<file path="src/rtl/playback_ctrl_pkg.sv">
// Shared state encoding for the playback sequencer.
package playback_pkg;
    localparam int unsigned STATE_W = 2;

    typedef enum logic [STATE_W-1:0] {
        ST_IDLE    = 2'd0,
        ST_PREFILL = 2'd1,
        ST_PLAY    = 2'd2
    } state_t;
endpackage

</file>
<file path="src/rtl/playback_ctrl_if.sv">
// FIFO / DAC / host-side signal bundle of the playback sequencer.
interface playback_ctrl_if #(
    parameter int unsigned FILL_BITS = 13
);
    logic                              enable;
    logic [FILL_BITS-1:0]              fifo_fill;
    logic                              fifo_empty;
    logic                              fifo_full;
    logic                              fifo_rd_en;
    logic                              dac_load;
    logic                              dac_mute;
    logic                              host_ready;
    logic                              underrun;
    logic [7:0]                        underrun_count;
    logic [playback_pkg::STATE_W-1:0]  state;

    modport master (
        input  enable, fifo_fill, fifo_empty, fifo_full,
        output fifo_rd_en, dac_load, dac_mute, host_ready,
               underrun, underrun_count, state
    );

    modport slave (
        output enable, fifo_fill, fifo_empty, fifo_full,
        input  fifo_rd_en, dac_load, dac_mute, host_ready,
               underrun, underrun_count, state
    );
endinterface

</file>
<file path="src/rtl/playback_ctrl_sample_tick_gen.sv">
// Sample-period divider: tick is high on the last cycle of each DIV-cycle period while run=1.
module sample_tick_gen #(
    parameter int unsigned DIV = 1088
) (
    input  logic clk,
    input  logic reset,
    input  logic run,
    output logic tick
);
    localparam int unsigned CW = $clog2(DIV);
    localparam logic [CW-1:0] RELOAD = CW'(DIV - 1);

    logic [CW-1:0] cnt;

    always_ff @(posedge clk) begin
        if (reset || !run) begin
            cnt <= RELOAD;
        end else if (cnt == '0) begin
            cnt <= RELOAD;
        end else begin
            cnt <= cnt - 1'b1;
        end
    end

    always_comb begin
        tick = run && (cnt == '0);
    end
endmodule

</file>
<file path="src/rtl/playback_ctrl.sv">
// Playback sequencer: prebuffer gate, per-sample FIFO reads, underrun recovery,
// hysteretic host flow control and a saturating underrun counter.
module playback_ctrl
    import playback_pkg::*;
#(
    parameter int unsigned FILL_BITS   = 13,
    parameter int unsigned SAMPLE_DIV  = 1088,
    parameter int unsigned START_LEVEL = 4096,
    parameter int unsigned LOW_LEVEL   = 819,
    parameter int unsigned HIGH_LEVEL  = 7373
) (
    input  logic             clk,
    input  logic             reset,
    playback_ctrl_if.master  bus
);
    localparam int unsigned FILL_W = FILL_BITS + 1;
    localparam logic [FILL_W-1:0] FULL_FILL = {1'b1, {FILL_BITS{1'b0}}};
    localparam logic [FILL_W-1:0] START_L   = FILL_W'(START_LEVEL);
    localparam logic [FILL_W-1:0] LOW_L     = FILL_W'(LOW_LEVEL);
    localparam logic [FILL_W-1:0] HIGH_L    = FILL_W'(HIGH_LEVEL);

    state_t            st;
    logic              tick;
    logic [FILL_W-1:0] fill_eff;
    logic              rd_en;
    logic              load;
    logic              mute;
    logic              ready;
    logic              urun;
    logic [7:0]        urun_cnt;

    // fifo_fill wraps to 0 when the FIFO is completely full
    always_comb begin
        fill_eff = bus.fifo_full ? FULL_FILL : {1'b0, bus.fifo_fill};
    end

    sample_tick_gen #(.DIV(SAMPLE_DIV)) u_tick (
        .clk   (clk),
        .reset (reset),
        .run   (st == ST_PLAY),
        .tick  (tick)
    );

    always_ff @(posedge clk) begin
        if (reset) begin
            st       <= ST_IDLE;
            mute     <= 1'b1;
            rd_en    <= 1'b0;
            load     <= 1'b0;
            urun     <= 1'b0;
            urun_cnt <= '0;
            ready    <= 1'b1;
        end else begin
            rd_en <= 1'b0;
            urun  <= 1'b0;
            load  <= rd_en;

            if (fill_eff >= HIGH_L) begin
                ready <= 1'b0;
            end else if (fill_eff <= LOW_L) begin
                ready <= 1'b1;
            end

            // disable wins over any transition and over a same-cycle tick
            if (!bus.enable) begin
                st   <= ST_IDLE;
                mute <= 1'b1;
            end else begin
                case (st)
                    ST_IDLE: begin
                        st   <= ST_PREFILL;
                        mute <= 1'b1;
                    end
                    ST_PREFILL: begin
                        if (fill_eff >= START_L) begin
                            st   <= ST_PLAY;
                            mute <= 1'b0;
                        end else begin
                            mute <= 1'b1;
                        end
                    end
                    ST_PLAY: begin
                        mute <= 1'b0;
                        if (tick) begin
                            if (bus.fifo_empty) begin
                                urun <= 1'b1;
                                st   <= ST_PREFILL;
                                mute <= 1'b1;
                                if (urun_cnt != 8'hFF) begin
                                    urun_cnt <= urun_cnt + 8'd1;
                                end
                            end else begin
                                rd_en <= 1'b1;
                            end
                        end
                    end
                    default: begin
                        st   <= ST_IDLE;
                        mute <= 1'b1;
                    end
                endcase
            end
        end
    end

    assign bus.fifo_rd_en     = rd_en;
    assign bus.dac_load       = load;
    assign bus.dac_mute       = mute;
    assign bus.host_ready     = ready;
    assign bus.underrun       = urun;
    assign bus.underrun_count = urun_cnt;
    assign bus.state          = st;
endmodule

</file>
<file path="src/flat_wrapper.sv">
// flat-port wrapper written by rule: the top's interface ports become plain ports
module playback_ctrl_flat import playback_pkg::*;
#(
    parameter int unsigned FILL_BITS   = 13,
    parameter int unsigned SAMPLE_DIV  = 1088,
    parameter int unsigned START_LEVEL = 4096,
    parameter int unsigned LOW_LEVEL   = 819,
    parameter int unsigned HIGH_LEVEL  = 7373
)
  (clk, reset, bus_enable, bus_fifo_fill, bus_fifo_empty, bus_fifo_full, bus_fifo_rd_en, bus_dac_load, bus_dac_mute, bus_host_ready, bus_underrun, bus_underrun_count, bus_state);
  playback_ctrl_if #(.FILL_BITS(FILL_BITS)) bus_i ();
  input  logic clk;
  input  logic reset;
  input wire logic [$bits(bus_i.enable)-1:0] bus_enable;
  input wire logic [$bits(bus_i.fifo_fill)-1:0] bus_fifo_fill;
  input wire logic [$bits(bus_i.fifo_empty)-1:0] bus_fifo_empty;
  input wire logic [$bits(bus_i.fifo_full)-1:0] bus_fifo_full;
  output wire logic [$bits(bus_i.fifo_rd_en)-1:0] bus_fifo_rd_en;
  output wire logic [$bits(bus_i.dac_load)-1:0] bus_dac_load;
  output wire logic [$bits(bus_i.dac_mute)-1:0] bus_dac_mute;
  output wire logic [$bits(bus_i.host_ready)-1:0] bus_host_ready;
  output wire logic [$bits(bus_i.underrun)-1:0] bus_underrun;
  output wire logic [$bits(bus_i.underrun_count)-1:0] bus_underrun_count;
  output wire logic [$bits(bus_i.state)-1:0] bus_state;
  assign bus_i.enable = bus_enable;
  assign bus_i.fifo_fill = bus_fifo_fill;
  assign bus_i.fifo_empty = bus_fifo_empty;
  assign bus_i.fifo_full = bus_fifo_full;
  assign bus_fifo_rd_en = bus_i.fifo_rd_en;
  assign bus_dac_load = bus_i.dac_load;
  assign bus_dac_mute = bus_i.dac_mute;
  assign bus_host_ready = bus_i.host_ready;
  assign bus_underrun = bus_i.underrun;
  assign bus_underrun_count = bus_i.underrun_count;
  assign bus_state = bus_i.state;
  playback_ctrl #(.FILL_BITS(FILL_BITS), .SAMPLE_DIV(SAMPLE_DIV), .START_LEVEL(START_LEVEL), .LOW_LEVEL(LOW_LEVEL), .HIGH_LEVEL(HIGH_LEVEL)) u_core (.clk(clk), .reset(reset), .bus(bus_i));
endmodule
</file>
<file path="config.mk">
export PLATFORM = sky130hd
export DESIGN_NAME = playback_ctrl_flat
export DESIGN_NICKNAME = d
export VERILOG_FILES = /design/src/rtl/playback_ctrl_pkg.sv /design/src/rtl/playback_ctrl_if.sv /design/src/rtl/playback_ctrl_sample_tick_gen.sv /design/src/rtl/playback_ctrl.sv /design/src/flat_wrapper.sv
export SDC_FILE = /design/constraint.sdc
export NUM_CORES = 1
export LEC_CHECK = 0
export ABC_AREA = 0
export CORE_MARGIN = 2
export CORE_UTILIZATION = 45
export CTS_CLUSTER_SIZE = 10
export DETAILED_ROUTE_END_ITERATION = 16
export GPL_ROUTABILITY_DRIVEN = 0
export PLACE_DENSITY = 0.83
export SYNTH_ARGS = -nofsm -noshare
export SYNTH_HDL_FRONTEND = slang
export SYNTH_SLANG_ARGS = --single-unit
</file>
<file path="constraint.sdc">
create_clock -name clk -period 3.3 [get_ports clk]
set_input_delay 0.495 -clock clk [delete_from_list [all_inputs] [get_ports clk]]
set_output_delay 0.495 -clock clk [all_outputs]
set_load 0.02 [all_outputs]
</file>
==> metrics.md <==
| Metric | Value |
|---|---|
| Outcome | `finished, final reports clean` |
| Total CTS buffers | `3` |
| DPL Wire Length | `roughly 2.4 mm` |
| Core area | `0.00271 mm2` |
| GRT Total Usage | `0.194` |
| Clock insertion delay at the later pin of the skew report | `~0.32 ns` |
| Antenna Cells | `0` |
| Initial drt markers | `35` |
| Final worst-path cycle share | `0.729` |
| Max Clock Freq | `416 MHz` |
| Die Y | `around 57 um` |
| Synthesis-stage register bit count | `26` |
| Clock tree root buffer cell | `clkbuf_4` |
| Post-CTS Setup Bufs | `0` |
| Crit path cell chain | `or4_1 > or4_4 > or4_1 > a21oi_1` |
| Antenna viol nets, final | `0` |
| Critical path type | `flip-flop to flip-flop` |
| Post-synth EDFFs | `0` |
| Predominant post-synthesis flop cell | `dfxtp_1` |
| Global route overflow | `0` |
| Rel. slew slack | `0.564` |
| Net Count, Synth | `~170` |
| Total vias in the final route | `about 1.2k` |
| Layout cell share with drive strength beyond 1 | `0.0339` |
| Hold-fix buffer count after cts | `0` |
| Die Width | `about 57 um` |
| First-pass GRT wire length | `approximately 5.0 mm` |
| I/O pin count | `33` |
| Routed len/inst | `roughly 14 um` |
| CP startpoint kind | `flip-flop` |
| Detail-routed via count per cell | `between 5 and 6` |
| Post-route DRC | `0` |
| CTS tree | `built` |
| Worst setup EP type | `flip-flop` |
| Hold Startpoint | `u_core.u_tick.cnt[0]` |
| CP most frequent cell | `or4_1` |
| Non-Filler Instances | `between 200 and 250` |
| Largest delay share family, worst path | `simple AND/OR/NAND/NOR gates` |
| Leakage | `0.540 nW` |
| Peak supply drop | `between 0.3 and 0.4 mV` |
| Detailed Route WL | `2.98 mm` |
| H-tree depth | `1` |
| Final setup TNS | `0 ns` |
| WP data arrival | `2.65 ns` |
| Area of the mapped netlist | `approximately 0.0013 mm2` |
| Largest net degree at the start of global routing | `15` |
| Max-cap viol count | `0` |
| Register area share after synthesis | `0.410` |
| Ys async rst share | `0` |
| # placed instances | `between 200 and 250` |
| CP max FO | `13` |
| Layout Area Growth over Synthesis | `29.6%` |
| Clk sinks | `26` |
| Critical-path top delay cell | `or4_1` |
| Initial Utilization | `0.469` |
| R2r startpoint | `u_core.u_tick.cnt[3]` |
| Fin. Hold Viols | `0` |
| Setup Skew | `roughly 0.0045 ns` |
| Clk slew on worst S/H paths | `between 0.1 and 0.15 ns` |
| Post-layout min period | `between 2 and 2.5 ns` |
| Die Area | `~0.0033 mm2` |
| Crit path required time | `around 3.6 ns` |
| Number of global-route vias before repair | `around 1.2k` |
| RSZ-0062 raised after global routing | `no` |
| CP bufs+invs | `0` |
| Synth warnings | `0` |
| Max Slew Vio Count | `0` |
| Distinct cells, synth | `37` |
| Final core utilization | `0.607` |
| Initial DRT Pass Iterations | `4` |
| Crit path largest cell delay | `0.65 ns` |
| Crit path launch | `u_core.u_tick.cnt[3]` |
| Final setup fails | `0` |
| Post-cts resize count | `0` |
| Clock buffer depth | `2` |
| Initial antenna violation count | `0` |
| Pwr per Cell Area | `roughly 320 mW/mm2` |
| Hold crit path type | `flip-flop to flip-flop` |
| # rows | `19` |
| Final net count | `~200` |
| Port Buffers | `32` |
| Worst-Margin Slew | `between 0.6 and 0.7 ns` |
| Syn Area/Cell | `8.76 um2` |
| Mapped Cells | `between 100 and 150` |
-- cell usage in the layout, fill, tap and decap left out, drive strengths merged --
cell,n
clkdlybuf4s50,32
dfxtp,26
nand2,15
nor2,10
a21oi,9
or4,7
nor4,6
nor3,6
ha,6
inv,5
o21ai,5
xnor2,5
nand3,4
nand4,4
xor2,4
clkbuf,4
o31ai,3
or3,3
o211ai,3
nand3b,2
nor4b,2
nor2b,2
a211oi,2
and2,1
nand4b,1
and3b,1
o41a,1
nand2b,1
o21a,1
o221a,1
and4,1
a41oi,1
a21o,1
o2111ai,1
a31oi,1
-- power by group --
group / switching [mW] / internal, mW / total, mW
Clock: 0.0912 / 0.0675 / 0.159
Sequential: 0.00271 / 0.317 / 0.320
Combinational: 0.0236 / 0.0309 / 0.0546
-- cells in the mapped netlist, types with 2 or more instances --
| library cell | instances | area [um2] |
|---|---|---|
| dfxtp_1 | 26 | 521 |
| nand2_1 | 15 | 56.3 |
| nor2_1 | 10 | 37.5 |
| a21oi_1 | 9 | 45.0 |
| ha_1 | 6 | 75.1 |
| nor3_1 | 6 | 30.0 |
| nor4_1 | 6 | 37.5 |
| or4_1 | 6 | 45.0 |
| inv_1 | 5 | 18.8 |
| o21ai_0 | 5 | 25.0 |
| xnor2_1 | 5 | 43.8 |
| nand3_1 | 4 | 20.0 |
| nand4_1 | 4 | 25.0 |
| xor2_1 | 4 | 35.0 |
| o211ai_1 | 3 | 22.5 |
| o31ai_1 | 3 | 22.5 |
| or3_1 | 3 | 18.8 |
| a211oi_1 | 2 | 15.0 |
| clkbuf_1 | 2 | 7.51 |
| nand3b_1 | 2 | 15.0 |
| nor2b_1 | 2 | 12.5 |
| nor4b_1 | 2 | 17.5 |
-- sequential cells by signal (all words and copies together) (netlist names) --
| name | flops |
|---|---|
| u_core.bus.state | 2 |
| u_core.bus.host_ready | 1 |
| u_core.bus.dac_mute | 1 |
| u_core.bus.underrun_count | 8 |
| u_core.bus.fifo_rd_en | 1 |
| u_core.bus.underrun | 1 |
| u_core.u_tick.cnt | 11 |
| u_core.bus.dac_load | 1 |
-- path summary, 6_finish.rpt --
path | cells past startpoint | slack [ns] | end
worst min register to register | 1 | 0.44 | u_core.u_tick.cnt[0]
worst max-delay path | 4 | 0.89 | u_core.bus.underrun_count[5]
worst min-delay path | 1 | 0.44 | u_core.u_tick.cnt[0]
worst max register to register | 4 | 0.89 | u_core.bus.underrun_count[5]
-- layout make-up --
| type | instances | area (um2) |
|---|---|---|
| Tap cell | 31 | 38.8 |
| Multi-Input combinational cell | 110 | 711 |
| Clock buffer | 4 | 36.3 |
| Fill cell | 243 | 1060 |
| Inverter | 5 | 18.8 |
| Timing Repair Buffer | 32 | 320 |
| Sequential cell | 26 | 520 |
-- cells by family after synthesis --
family / Yosys count / synth area share
AO/OA/AOI/OAI: 29 / 0.151
buffers and inverters: 9 / 0.0305
AND/OR/NAND/NOR: 66 / 0.288
XOR/XNOR: 9 / 0.0621
adder cells (fa/ha/maj): 6 / 0.0591
flip-flops: 26 / 0.410
-- metrics by stage --
stage	cell area (um2)	hold WS (ns)	worst slack [ns]	power (mW)
after floorplan	1270	0.386	1.11	0.346
after global placement	1610	0.407	0.925	0.378
after detailed placement	1610	0.410	0.878	0.381
after CTS	1650	0.443	0.902	0.540
after global routing	1650	0.467	0.812	0.555
final	1650	0.443	0.893	0.533
-- worst reg2reg max path, stage by stage, from the launching register on --
cell,delay (ns)
dfxtp_1,0.37
or4_1,0.65
or4_4,0.64
or4_1,0.52
a21oi_1,0.16
-- routing by layer --
layer  routed length [um]  GRT usage  share of wire  vias to the layer above
met3                   84     0.0522          0.028                        6
li1                     -          -              -                      606
met2                 1600      0.366           0.54                       19
met4                   50     0.0565          0.017                        0
met1                 1240      0.211           0.42                      575
met5                    0          0              0                        -
Note: power is estimated with default switching activity, not from simulation.
